==> config.mk <==
export PLATFORM = sky130hd
export DESIGN_NAME = fcvt_f2i_pipe_flat
export DESIGN_NICKNAME = d
export VERILOG_FILES = /design/src/rtl/fcvt_f2i_pipe_if.sv /design/src/rtl/fcvt_f2i_pipe.sv /design/src/flat_wrapper.sv
export SDC_FILE = /design/constraint.sdc
export NUM_CORES = 1
export LEC_CHECK = 0
export CELL_PAD_IN_SITES_DETAIL_PLACEMENT = 0
export CELL_PAD_IN_SITES_GLOBAL_PLACEMENT = 1
export CORE_ASPECT_RATIO = 0.9
export CORE_MARGIN = 2
export CORE_UTILIZATION = 35
export DETAILED_ROUTE_END_ITERATION = 8
export GPL_ROUTABILITY_DRIVEN = 0
export PLACE_DENSITY_LB_ADDON = 0.1
export SKIP_CTS_REPAIR_TIMING = 1
export SLEW_MARGIN = 20
export SYNTH_ARGS = -nofsm -noshare
export SYNTH_HDL_FRONTEND = slang
export SYNTH_SLANG_ARGS = --single-unit
==> constraint.sdc <==
create_clock -name clk -period 8.6 [get_ports clk]
set_input_delay 1.29 -clock clk [delete_from_list [all_inputs] [get_ports clk]]
set_output_delay 1.29 -clock clk [all_outputs]
set_load 0.005 [all_outputs]
==> src/rtl/fcvt_f2i_pipe_if.sv <==
// Handshake bundle for fcvt_f2i_pipe: issue-side in_* and writeback-side out_* signals.
// out_flags exists only when FCVT_FLAGS_EN is defined.
interface fcvt_f2i_pipe_if #(
  parameter int INT_W = 32,
  parameter int TAG_W = 5
);
  logic             in_valid;
  logic             in_ready;
  logic [31:0]      in_num;
  logic [2:0]       in_rm;
  logic             in_signed;
  logic [TAG_W-1:0] in_tag;
  logic             out_valid;
  logic             out_ready;
  logic [INT_W-1:0] out_int;
  logic [TAG_W-1:0] out_tag;
`ifdef FCVT_FLAGS_EN
  logic [1:0]       out_flags;

  modport master (
    output in_valid, in_num, in_rm, in_signed, in_tag, out_ready,
    input  in_ready, out_valid, out_int, out_tag, out_flags
  );
  modport slave (
    input  in_valid, in_num, in_rm, in_signed, in_tag, out_ready,
    output in_ready, out_valid, out_int, out_tag, out_flags
  );
`else
  modport master (
    output in_valid, in_num, in_rm, in_signed, in_tag, out_ready,
    input  in_ready, out_valid, out_int, out_tag
  );
  modport slave (
    input  in_valid, in_num, in_rm, in_signed, in_tag, out_ready,
    output in_ready, out_valid, out_int, out_tag
  );
`endif
endinterface

==> src/rtl/fcvt_f2i_pipe.sv <==
// Three-stage binary32 -> signed/unsigned INT_W-bit converter with rounding modes and saturation.
// Optional macro FCVT_FLAGS_EN adds the registered {NV, NX} flag output.
module fcvt_f2i_pipe #(
  parameter int INT_W = 32,
  parameter int TAG_W = 5
) (
  input  logic           clk,
  input  logic           rst_n,
  fcvt_f2i_pipe_if.slave bus
);
  localparam int FW  = INT_W + 1;
  localparam int SHW = $clog2(FW + 1);
  localparam logic [INT_W-1:0] MAX_POS = {1'b0, {(INT_W-1){1'b1}}};
  localparam logic [INT_W-1:0] MIN_NEG = {1'b1, {(INT_W-1){1'b0}}};

  logic r_s1Valid, r_s2Valid, r_s3Valid;
  logic w_s1Free, w_s2Free, w_s3Free;

  // A stage may load when it is empty or its content moves on this cycle.
  assign w_s3Free     = !r_s3Valid || bus.out_ready;
  assign w_s2Free     = !r_s2Valid || w_s3Free;
  assign w_s1Free     = !r_s1Valid || w_s2Free;
  assign bus.in_ready = w_s1Free;

  logic [7:0]       w_inExp;
  logic [22:0]      w_inFrac;
  logic             w_inExpZero, w_inExpMax;
  logic             r_s1Sign, r_s1Tiny, r_s1Inf, r_s1Nan, r_s1Signed;
  logic [7:0]       r_s1Exp;
  logic [23:0]      r_s1Mant;
  logic [2:0]       r_s1Rm;
  logic [TAG_W-1:0] r_s1Tag;

  assign w_inExp     = bus.in_num[30:23];
  assign w_inFrac    = bus.in_num[22:0];
  assign w_inExpZero = (w_inExp == 8'h00);
  assign w_inExpMax  = (w_inExp == 8'hFF);

  always_ff @(posedge clk or negedge rst_n) begin
    if (!rst_n) begin
      r_s1Valid  <= 1'b0;
      r_s1Sign   <= 1'b0;
      r_s1Exp    <= '0;
      r_s1Mant   <= '0;
      r_s1Tiny   <= 1'b0;
      r_s1Inf    <= 1'b0;
      r_s1Nan    <= 1'b0;
      r_s1Rm     <= '0;
      r_s1Signed <= 1'b0;
      r_s1Tag    <= '0;
    end else if (w_s1Free) begin
      r_s1Valid <= bus.in_valid;
      if (bus.in_valid) begin
        r_s1Sign   <= bus.in_num[31];
        r_s1Exp    <= w_inExp;
        r_s1Mant   <= {!w_inExpZero, w_inFrac};
        r_s1Tiny   <= w_inExpZero;
        r_s1Inf    <= w_inExpMax && (w_inFrac == 23'd0);
        r_s1Nan    <= w_inExpMax && (w_inFrac != 23'd0);
        r_s1Rm     <= bus.in_rm;
        r_s1Signed <= bus.in_signed;
        r_s1Tag    <= bus.in_tag;
      end
    end
  end

  // Mantissa is left-justified in INT_W integer bits plus a guard bit, then shifted right.
  logic [SHW-1:0]   w_sh;
  logic [FW-1:0]    w_m0, w_aligned;
  logic             w_lost, w_collapse, w_ovf;
  logic [INT_W-1:0] w_alInt;
  logic             w_alGuard, w_alSticky;

  assign w_m0       = {r_s1Mant, {(FW-24){1'b0}}};
  assign w_sh       = SHW'(9'(126 + INT_W) - {1'b0, r_s1Exp});
  assign w_aligned  = w_m0 >> w_sh;
  assign w_lost     = |(w_m0 & ~({FW{1'b1}} << w_sh));
  assign w_collapse = r_s1Tiny || (r_s1Exp < 8'd126);
  assign w_ovf      = r_s1Inf || ({1'b0, r_s1Exp} >= 9'(127 + INT_W));

  always_comb begin
    w_alInt    = w_aligned[FW-1:1];
    w_alGuard  = w_aligned[0];
    w_alSticky = w_lost;
    if (w_collapse) begin
      w_alInt    = '0;
      w_alGuard  = 1'b0;
      w_alSticky = |r_s1Mant;
    end
  end

  logic             r_s2Sign, r_s2Guard, r_s2Sticky, r_s2Ovf, r_s2Nan, r_s2Signed;
  logic [INT_W-1:0] r_s2Int;
  logic [2:0]       r_s2Rm;
  logic [TAG_W-1:0] r_s2Tag;

  always_ff @(posedge clk or negedge rst_n) begin
    if (!rst_n) begin
      r_s2Valid  <= 1'b0;
      r_s2Sign   <= 1'b0;
      r_s2Int    <= '0;
      r_s2Guard  <= 1'b0;
      r_s2Sticky <= 1'b0;
      r_s2Ovf    <= 1'b0;
      r_s2Nan    <= 1'b0;
      r_s2Rm     <= '0;
      r_s2Signed <= 1'b0;
      r_s2Tag    <= '0;
    end else if (w_s2Free) begin
      r_s2Valid <= r_s1Valid;
      if (r_s1Valid) begin
        r_s2Sign   <= r_s1Sign;
        r_s2Int    <= w_alInt;
        r_s2Guard  <= w_alGuard;
        r_s2Sticky <= w_alSticky;
        r_s2Ovf    <= w_ovf;
        r_s2Nan    <= r_s1Nan;
        r_s2Rm     <= r_s1Rm;
        r_s2Signed <= r_s1Signed;
        r_s2Tag    <= r_s1Tag;
      end
    end
  end

  logic             w_inexact, w_inc, w_sat;
  logic [FW-1:0]    w_mag;
  logic [INT_W-1:0] w_res;

  assign w_inexact = r_s2Guard | r_s2Sticky;
  assign w_mag     = {1'b0, r_s2Int} + FW'(w_inc);

  // Rounding increment; encodings 5-7 fall through to truncation.
  always_comb begin
    w_inc = 1'b0;
    case (r_s2Rm)
      3'd0:    w_inc = r_s2Guard & (r_s2Sticky | r_s2Int[0]);
      3'd2:    w_inc = r_s2Sign & w_inexact;
      3'd3:    w_inc = !r_s2Sign & w_inexact;
      3'd4:    w_inc = r_s2Guard;
      default: w_inc = 1'b0;
    endcase
  end

  always_comb begin
    w_res = '0;
    w_sat = 1'b0;
    if (r_s2Nan) begin
      w_sat = 1'b1;
      w_res = r_s2Signed ? MAX_POS : '1;
    end else if (r_s2Ovf) begin
      w_sat = 1'b1;
      if (r_s2Sign) w_res = r_s2Signed ? MIN_NEG : '0;
      else          w_res = r_s2Signed ? MAX_POS : '1;
    end else if (r_s2Signed) begin
      if (!r_s2Sign) begin
        w_sat = (w_mag > {1'b0, MAX_POS});
        w_res = w_sat ? MAX_POS : w_mag[INT_W-1:0];
      end else begin
        w_sat = (w_mag > {1'b0, MIN_NEG});
        w_res = w_sat ? MIN_NEG : -w_mag[INT_W-1:0];
      end
    end else begin
      if (!r_s2Sign) begin
        w_sat = w_mag[INT_W];
        w_res = w_sat ? '1 : w_mag[INT_W-1:0];
      end else begin
        w_sat = |w_mag;
        w_res = '0;
      end
    end
  end

  logic [INT_W-1:0] r_outInt;
  logic [TAG_W-1:0] r_outTag;

  always_ff @(posedge clk or negedge rst_n) begin
    if (!rst_n) begin
      r_s3Valid <= 1'b0;
      r_outInt  <= '0;
      r_outTag  <= '0;
    end else if (w_s3Free) begin
      r_s3Valid <= r_s2Valid;
      if (r_s2Valid) begin
        r_outInt <= w_res;
        r_outTag <= r_s2Tag;
      end
    end
  end

  assign bus.out_valid = r_s3Valid;
  assign bus.out_int   = r_outInt;
  assign bus.out_tag   = r_outTag;

`ifdef FCVT_FLAGS_EN
  // NV marks any saturated or special result; NX is suppressed whenever NV is raised.
  logic [1:0] r_outFlags;

  always_ff @(posedge clk or negedge rst_n) begin
    if (!rst_n) begin
      r_outFlags <= 2'b00;
    end else if (w_s3Free && r_s2Valid) begin
      r_outFlags <= {w_sat, w_inexact & !w_sat};
    end
  end

  assign bus.out_flags = r_outFlags;
`endif
endmodule

==> src/flat_wrapper.sv <==
// flat-port wrapper written by rule: the top's interface ports become plain ports
module fcvt_f2i_pipe_flat 
#(
  parameter int INT_W = 32,
  parameter int TAG_W = 5
)
  (clk, rst_n, bus_in_valid, bus_in_num, bus_in_rm, bus_in_signed, bus_in_tag, bus_out_ready, bus_in_ready, bus_out_valid, bus_out_int, bus_out_tag);
  fcvt_f2i_pipe_if #(.INT_W(INT_W), .TAG_W(TAG_W)) bus_i ();
  input  logic clk;
  input  logic rst_n;
  input wire logic [$bits(bus_i.in_valid)-1:0] bus_in_valid;
  input wire logic [$bits(bus_i.in_num)-1:0] bus_in_num;
  input wire logic [$bits(bus_i.in_rm)-1:0] bus_in_rm;
  input wire logic [$bits(bus_i.in_signed)-1:0] bus_in_signed;
  input wire logic [$bits(bus_i.in_tag)-1:0] bus_in_tag;
  input wire logic [$bits(bus_i.out_ready)-1:0] bus_out_ready;
  output wire logic [$bits(bus_i.in_ready)-1:0] bus_in_ready;
  output wire logic [$bits(bus_i.out_valid)-1:0] bus_out_valid;
  output wire logic [$bits(bus_i.out_int)-1:0] bus_out_int;
  output wire logic [$bits(bus_i.out_tag)-1:0] bus_out_tag;
  assign bus_i.in_valid = bus_in_valid;
  assign bus_i.in_num = bus_in_num;
  assign bus_i.in_rm = bus_in_rm;
  assign bus_i.in_signed = bus_in_signed;
  assign bus_i.in_tag = bus_in_tag;
  assign bus_i.out_ready = bus_out_ready;
  assign bus_in_ready = bus_i.in_ready;
  assign bus_out_valid = bus_i.out_valid;
  assign bus_out_int = bus_i.out_int;
  assign bus_out_tag = bus_i.out_tag;
  fcvt_f2i_pipe #(.INT_W(INT_W), .TAG_W(TAG_W)) u_core (.clk(clk), .rst_n(rst_n), .bus(bus_i));
endmodule
After elaboration in Yosys (flattened, before gate mapping)
Index checks and enable logic that the tools add are counted.
{ "totals": {"ff_bits": 131, "in_bits": 45, "out_inout_bits": 39} }
{ "op_classes": {"addsub": 3, "n_lt_le_gt_ge": 4, "eq_ne": 4, "shifts": 2, "mux": 15, "bitwise_logic": 7, "reduce_logical": 21} }
{ "op_table": {"columns": ["operator", "count"], "rows": [
  ["$mux W32", 12],
  ["$add A32 B1 Y33", 1],
  ["$and A33 B33 Y33", 1],
  ["$gt A33 B31 Y1 const B", 1],
  ["$gt A33 B32 Y1 const B", 1],
  ["$not A33 Y33", 1],
  ["$reduce_or A33 Y1", 1],
  ["$shl A33 B6 Y33 const A", 1],
  ["$shr A33 B6 Y33", 1],
  ["$neg A32 Y32", 1],
  ["$reduce_or A24 Y1", 1],
  ["$logic_not A23 Y1", 1],
  ["$reduce_bool A23 Y1", 1],
  ["$eq A8 B8 Y1 const B", 1],
  ["$ge A8 B8 Y1 const B", 1],
  ["$logic_not A8 Y1", 1],
  ["$lt A8 B7 Y1 const B", 1],
  ["$eq A3 B2 Y1 const B", 2],
  ["$reduce_and A2 Y1", 3],
  ["$sub A5 B6 Y6 const A", 1],
  ["$logic_not A1 Y1", 5],
  ["$logic_or A1 B1 Y1", 5],
  ["$pmux W1 S4", 1],
  ["$and A1 B1 Y1", 3],
  ["5 further kinds", 8]
]} }

Depth between registers and ports, before layout
{ "logic_depth": {"word_depth": 10, "mapped_depth": 19, "mapped_depth_nobuf": 15} }

Worst setup path before layout
No wires, ideal clock.
{ "synth_timing": {"path_type": "register -> register", "startpoint": "register u_core.r_s2Sign", "endpoint": "register u_core.r_outInt[23] (netlist: u_core.bus.out_int[23])", "setup_time_ns": 0.082, "t_arrival_ns": 3.832, "required_time_ns": 8.518, "setup_slack_ns": 4.686, "stages_incl_launch_ff": 19, "synth_period_minus_slack_ns": 3.914, "path_cell_list": "dfrtp_1 > clkbuf_1 > inv_1 > clkbuf_1 > nand3_1 > o21ai_0 > ha_1 > ha_1 > buf_2 > buf_1 > nand2_1 > nor4_1 > xor2_1 > a21oi_1 > and3_1 > nand3_1 > or4_1 > a21o_2 > a31oi_1"} }
{ "synth_via": {"elab_chain_cells": 10, "elab_cells_between_ends": 17, "classes_between": "2 x add/sub; 2 x order compare; 10 x mux; 2 x bitwise; 1 x reduce/logical"} }
{ "synth_rtl": {"columns": ["element", "line_no", "text"], "rows": [
  ["from (decl)", "fcvt_f2i_pipe.sv:92", "logic r_s2Sign, r_s2Guard, r_s2Sticky, r_s2Ovf, r_s2Nan, r_s2Signed;"],
  ["from (signal assigned)", "fcvt_f2i_pipe.sv:112", "r_s2Sign <= r_s1Sign;"],
  ["$logic_not A1 Y1", "fcvt_f2i_pipe.sv:138", "3'd3: w_inc = !r_s2Sign & w_inexact;"],
  ["$and A1 B1 Y1", "fcvt_f2i_pipe.sv:138", null],
  ["$pmux W1 S4", "fcvt_f2i_pipe.sv:135", "case (r_s2Rm)"],
  ["$add A32 B1 Y33", "fcvt_f2i_pipe.sv:130", "assign w_mag = {1'b0, r_s2Int} + FW'(w_inc);"],
  ["$neg A32 Y32, or another cell as far along", "fcvt_f2i_pipe.sv:160", "w_res = w_sat ? MIN_NEG : -w_mag[INT_W-1:0];"],
  ["$mux W32 (on tied branches)", "fcvt_f2i_pipe.sv:160, fcvt_f2i_pipe.sv:157", null],
  ["$mux W32", "fcvt_f2i_pipe.sv:155", "if (!r_s2Sign) begin"],
  ["$mux W32", "fcvt_f2i_pipe.sv:154", "end else if (r_s2Signed) begin"],
  ["$mux W32 *", "fcvt_f2i_pipe.sv:150", "end else if (r_s2Ovf) begin"],
  ["$mux W32 *", "fcvt_f2i_pipe.sv:147", "if (r_s2Nan) begin"],
  ["to (signal assigned)", "fcvt_f2i_pipe.sv:184", "r_outInt <= w_res;"],
  ["to (decl)", "fcvt_f2i_pipe.sv:173", "logic [INT_W-1:0] r_outInt;"]
]} }
Mark *: on every way between the ends. The rest lies on a longest branch, timed or not.
A chain may end at the register's enable or synchronous reset.

Final worst setup path
{ "layout_timing": {"startpoint": "register u_core.r_s2Sign", "endpoint": "register u_core.r_outInt[31] (netlist: u_core.bus.out_int[31])"} }
The elaborated chain is that of the path after synthesis.

==> impl_metrics.yaml <==
worst_setup_path:
  r2r_end: "u_core.bus.out_int[31]"
  worstPathMaxFanout: 35
  critPathRequiredTime_ps: 8920
  r2r_start: "u_core.r_s2Sign"
  rrSetupSlack_ps: 3120
  arrival_ps: 5800
  startpoint_type: "register"
  end_kind: "register"
  crit_type: "register to register"
  worst-r2r-cell-count: 15
floorplanning:
  die_h_um: 159
  dieArea_mm2: 0.0281
  core_mm2: 0.0262
  die_w_um: 176
  num_rows: 56
  num_io_pins: 84
  start_util_pct: 35.8
final_layout:
  most-common-layout-cells: "nand2_1, dfrtp_1, o21ai_0"
  drive_gt1_share_pct: 13.3
  diodes: 0
  multi_input_area_mm2: 0.00571
  final_common_cell: "nand2_1"
  area_growth_pct: 17.4
  nets: 1168
  nFillCells: 2673
  final_area_mm2: 0.0110
  regArea_mm2: 0.00328
min_path:
  hold_path.startpoint: "u_core.r_s1Tiny"
  hold_end: "u_core.r_s1Tiny"
  hp-class: "register to register"
  hold_depth: 2
drt:
  drt-wirelength-per-cell_um: 20.9
  vias_per_cell: 5.90
  top_layer_used: "met4"
  wl_um: 30700
  dr_total_vias: 8692
  route.detailed.drc: 0
  dr.pass1.iters: 7
  dr_wl_met3_um: 1510
  drtIter0Drc: 770
  met2_length_um: 13500
  drt-met1-wl_um: 15300
  antenna_left: 0
logic_synthesis:
  synthAdderAreaFrac_pct: 1.20
  ys_types: 76
  synthCells: 1075
  synth_top_family_by_area: "simple AND/OR/NAND/NOR gates"
  synth_warnings: 0
  async_reset_ff_share_pct: 100
  syn_area_per_cell_um2: 8.72
  synth_edf_count: 0
  ys.flop_type: "dfrtp_1"
  yosys-mux-area-fraction_pct: 12.4
  synthXorXnorAreaFrac_pct: 4.77
  synthesis.area_mm2: 0.00937
  ys_seq_elements: 131
  yosys.area_share.simple_pct: 22.3
  synth-compound-area-share_pct: 20.0
  ys_seq_area_share_pct: 35.0
  synth_fp_nets: 1129
placed_design:
  io_buffers: 83
  place_hpwl_um: 22600
  placed_cell_area_mm2: 0.0104
sta:
  tns_ps: 0
  grt_setup_unrepaired: "no"
  setup-violations-final: 0
  fin_worst_skew_ps: 16.6
  fin_crit_ps: 5480
  tightest_slew_ps: 1100
  finalHoldViolCount: 0
  maxSlewViolCount: 0
  max_slew_margin_pct: 26.7
  fmax_ghz: 0.183
  timing.final.crit_share_pct: 63.7
status:
  status: "finished, final reports clean"
clock_tree:
  path_clk_slew_ps: 60
  clock_sinks: 131
  clk_latency_ps: 430
  root_buffer: "clkbuf_16"
  cts_tree: "yes"
  htree_levels: 4
  numCtsBuffers: 17
  cts_buffer_depth: 2
global_routing:
  grt_pass1_wl_um: 49300
  overflow: 0
  grt_max_degree: 71
  grt_pass1_vias: 8294
  grt_usage_pct: 22.2
  antenna_found_initial: 0
power:
  p_per_area_mw_per_mm2: 280
  ir_drop_mv: 0.162
  p_leak_nw: 4.20
run:
  maxCapViolCount: 0
-- flip-flops by register name, indices dropped and copies added, names as in the netlist, 3 cells and up --
| register | count |
|---|---|
| u_core.r_s1Tag | 5 |
| u_core.r_s2Int | 32 |
| u_core.r_s1Mant | 24 |
| u_core.r_s1Rm | 3 |
| u_core.bus.out_int | 32 |
| u_core.bus.out_tag | 5 |
| u_core.r_s1Exp | 8 |
| u_core.r_s2Rm | 3 |
| u_core.r_s2Tag | 5 |
-- layer usage --
metal,vias to the layer above,GRT usage [%]
met5,-,0
met4,0,4.77
met3,24,3.49
met2,262,33.2
met1,4325,33.7
li1,4081,-
-- power by group --
group	switching, mW	total [mW]	internal (mW)	leakage, nW
sequential	0.168	0.936	0.768	1.62
clock	0.301	0.736	0.435	0.273
combinational	0.785	1.41	0.622	2.31
-- area by class of cell --
cell class	count	area share [%]
inverter	19	0.648
tap	348	3.96
clock buffer	20	4.06
multi-input combinational	849	51.9
sequential	131	29.8
timing repair buffer	96	8.45
clock inverter	11	1.16
-- worst max-delay path by stage --
| stage | to | cells after the start | startpoint |
|---|---|---|---|
| 2_1_floorplan | u_core.bus.out_int[23] | 18 | u_core.r_s2Sign |
| 3_3_place_gp | u_core.bus.out_int[31] | 15 | u_core.r_s2Sign |
| 3_5_place_dp | u_core.bus.out_int[31] | 15 | u_core.r_s2Sign |
| 4_1_cts | u_core.bus.out_int[31] | 15 | u_core.r_s2Sign |
| 5_1_grt | u_core.bus.out_int[31] | 15 | u_core.r_s2Sign |
| 6_report | u_core.bus.out_int[31] | 15 | u_core.r_s2Sign |
-- kinds of logic (layout without fill, tap and decap cells) --
logic type / count (synthesis) / count (layout)
AO/OA/AOI/OAI: 280 / 280
XOR/XNOR: 51 / 51
adder cells (fa/ha/maj): 9 / 9
buffers and inverters: 95 / 146
flip-flops: 131 / 131
multiplexers: 95 / 95
AND/OR/NAND/NOR: 414 / 414
-- critical path: stages, from the launching register on --
cell       delay [ps]
dfrtp_1           370
buf_4             240
inv_1             430
nand3_1           120
o21ai_0           110
ha_1              310
ha_1              640
and2_1            250
a21oi_1           100
nor4b_1           430
o221ai_1          400
nor4b_4           490
nand4_4           160
nand2_1           730
o2111ai_1         270
a31o_2            300
-- metrics by stage --
| step | hold slack (ps) | std cells | setup WS (ps) | power, mW | util, % |
|---|---|---|---|---|---|
| floorplan | 439 | 1075 | 4690 | 1.80 | - |
| CTS | 499 | 1474 | 3220 | 3.09 | 42.0 |
| finish | 485 | 1474 | 3120 | 3.08 | 42.0 |
| global route | 518 | 1474 | 2790 | 3.28 | 42.0 |
| detailed placement | 476 | 1443 | 3250 | 2.34 | 39.8 |
| global placement | 471 | 1443 | 3340 | 2.35 | 39.8 |
-- synthesized netlist by cell type (5+ instances only) --
cell,count,area share [%]
and3_1,7,0.47
mux2_2,60,7.2
or4_1,6,0.48
nor2b_1,8,0.53
a211oi_1,10,0.80
mux4_2,11,2.6
and2_1,12,0.80
o221ai_1,14,1.3
nor4_1,27,1.8
nand4b_1,5,0.47
buf_4,5,0.40
nor3_1,27,1.4
nand3_1,37,2.0
o21a_1,10,0.80
nand2b_1,9,0.60
nor2_1,78,3.1
a21oi_1,50,2.7
inv_1,18,0.72
nand4_1,16,1.1
o211ai_1,6,0.48
buf_1,11,0.44
or2_2,10,0.67
o31a_1,5,0.47
ha_1,9,1.2
or3_1,5,0.33
o22ai_1,9,0.60
a311oi_1,17,1.6
o21ai_0,84,4.5
clkbuf_1,44,1.8
mux2i_1,24,2.6
xor2_1,21,2.0
a31oi_1,16,1.1
a22o_1,7,0.65
a32oi_1,7,0.65
buf_2,15,0.80
nand2_1,143,5.7
xnor2_1,30,2.8
dfrtp_1,131,35
Power figures use the tool's default switching activity.
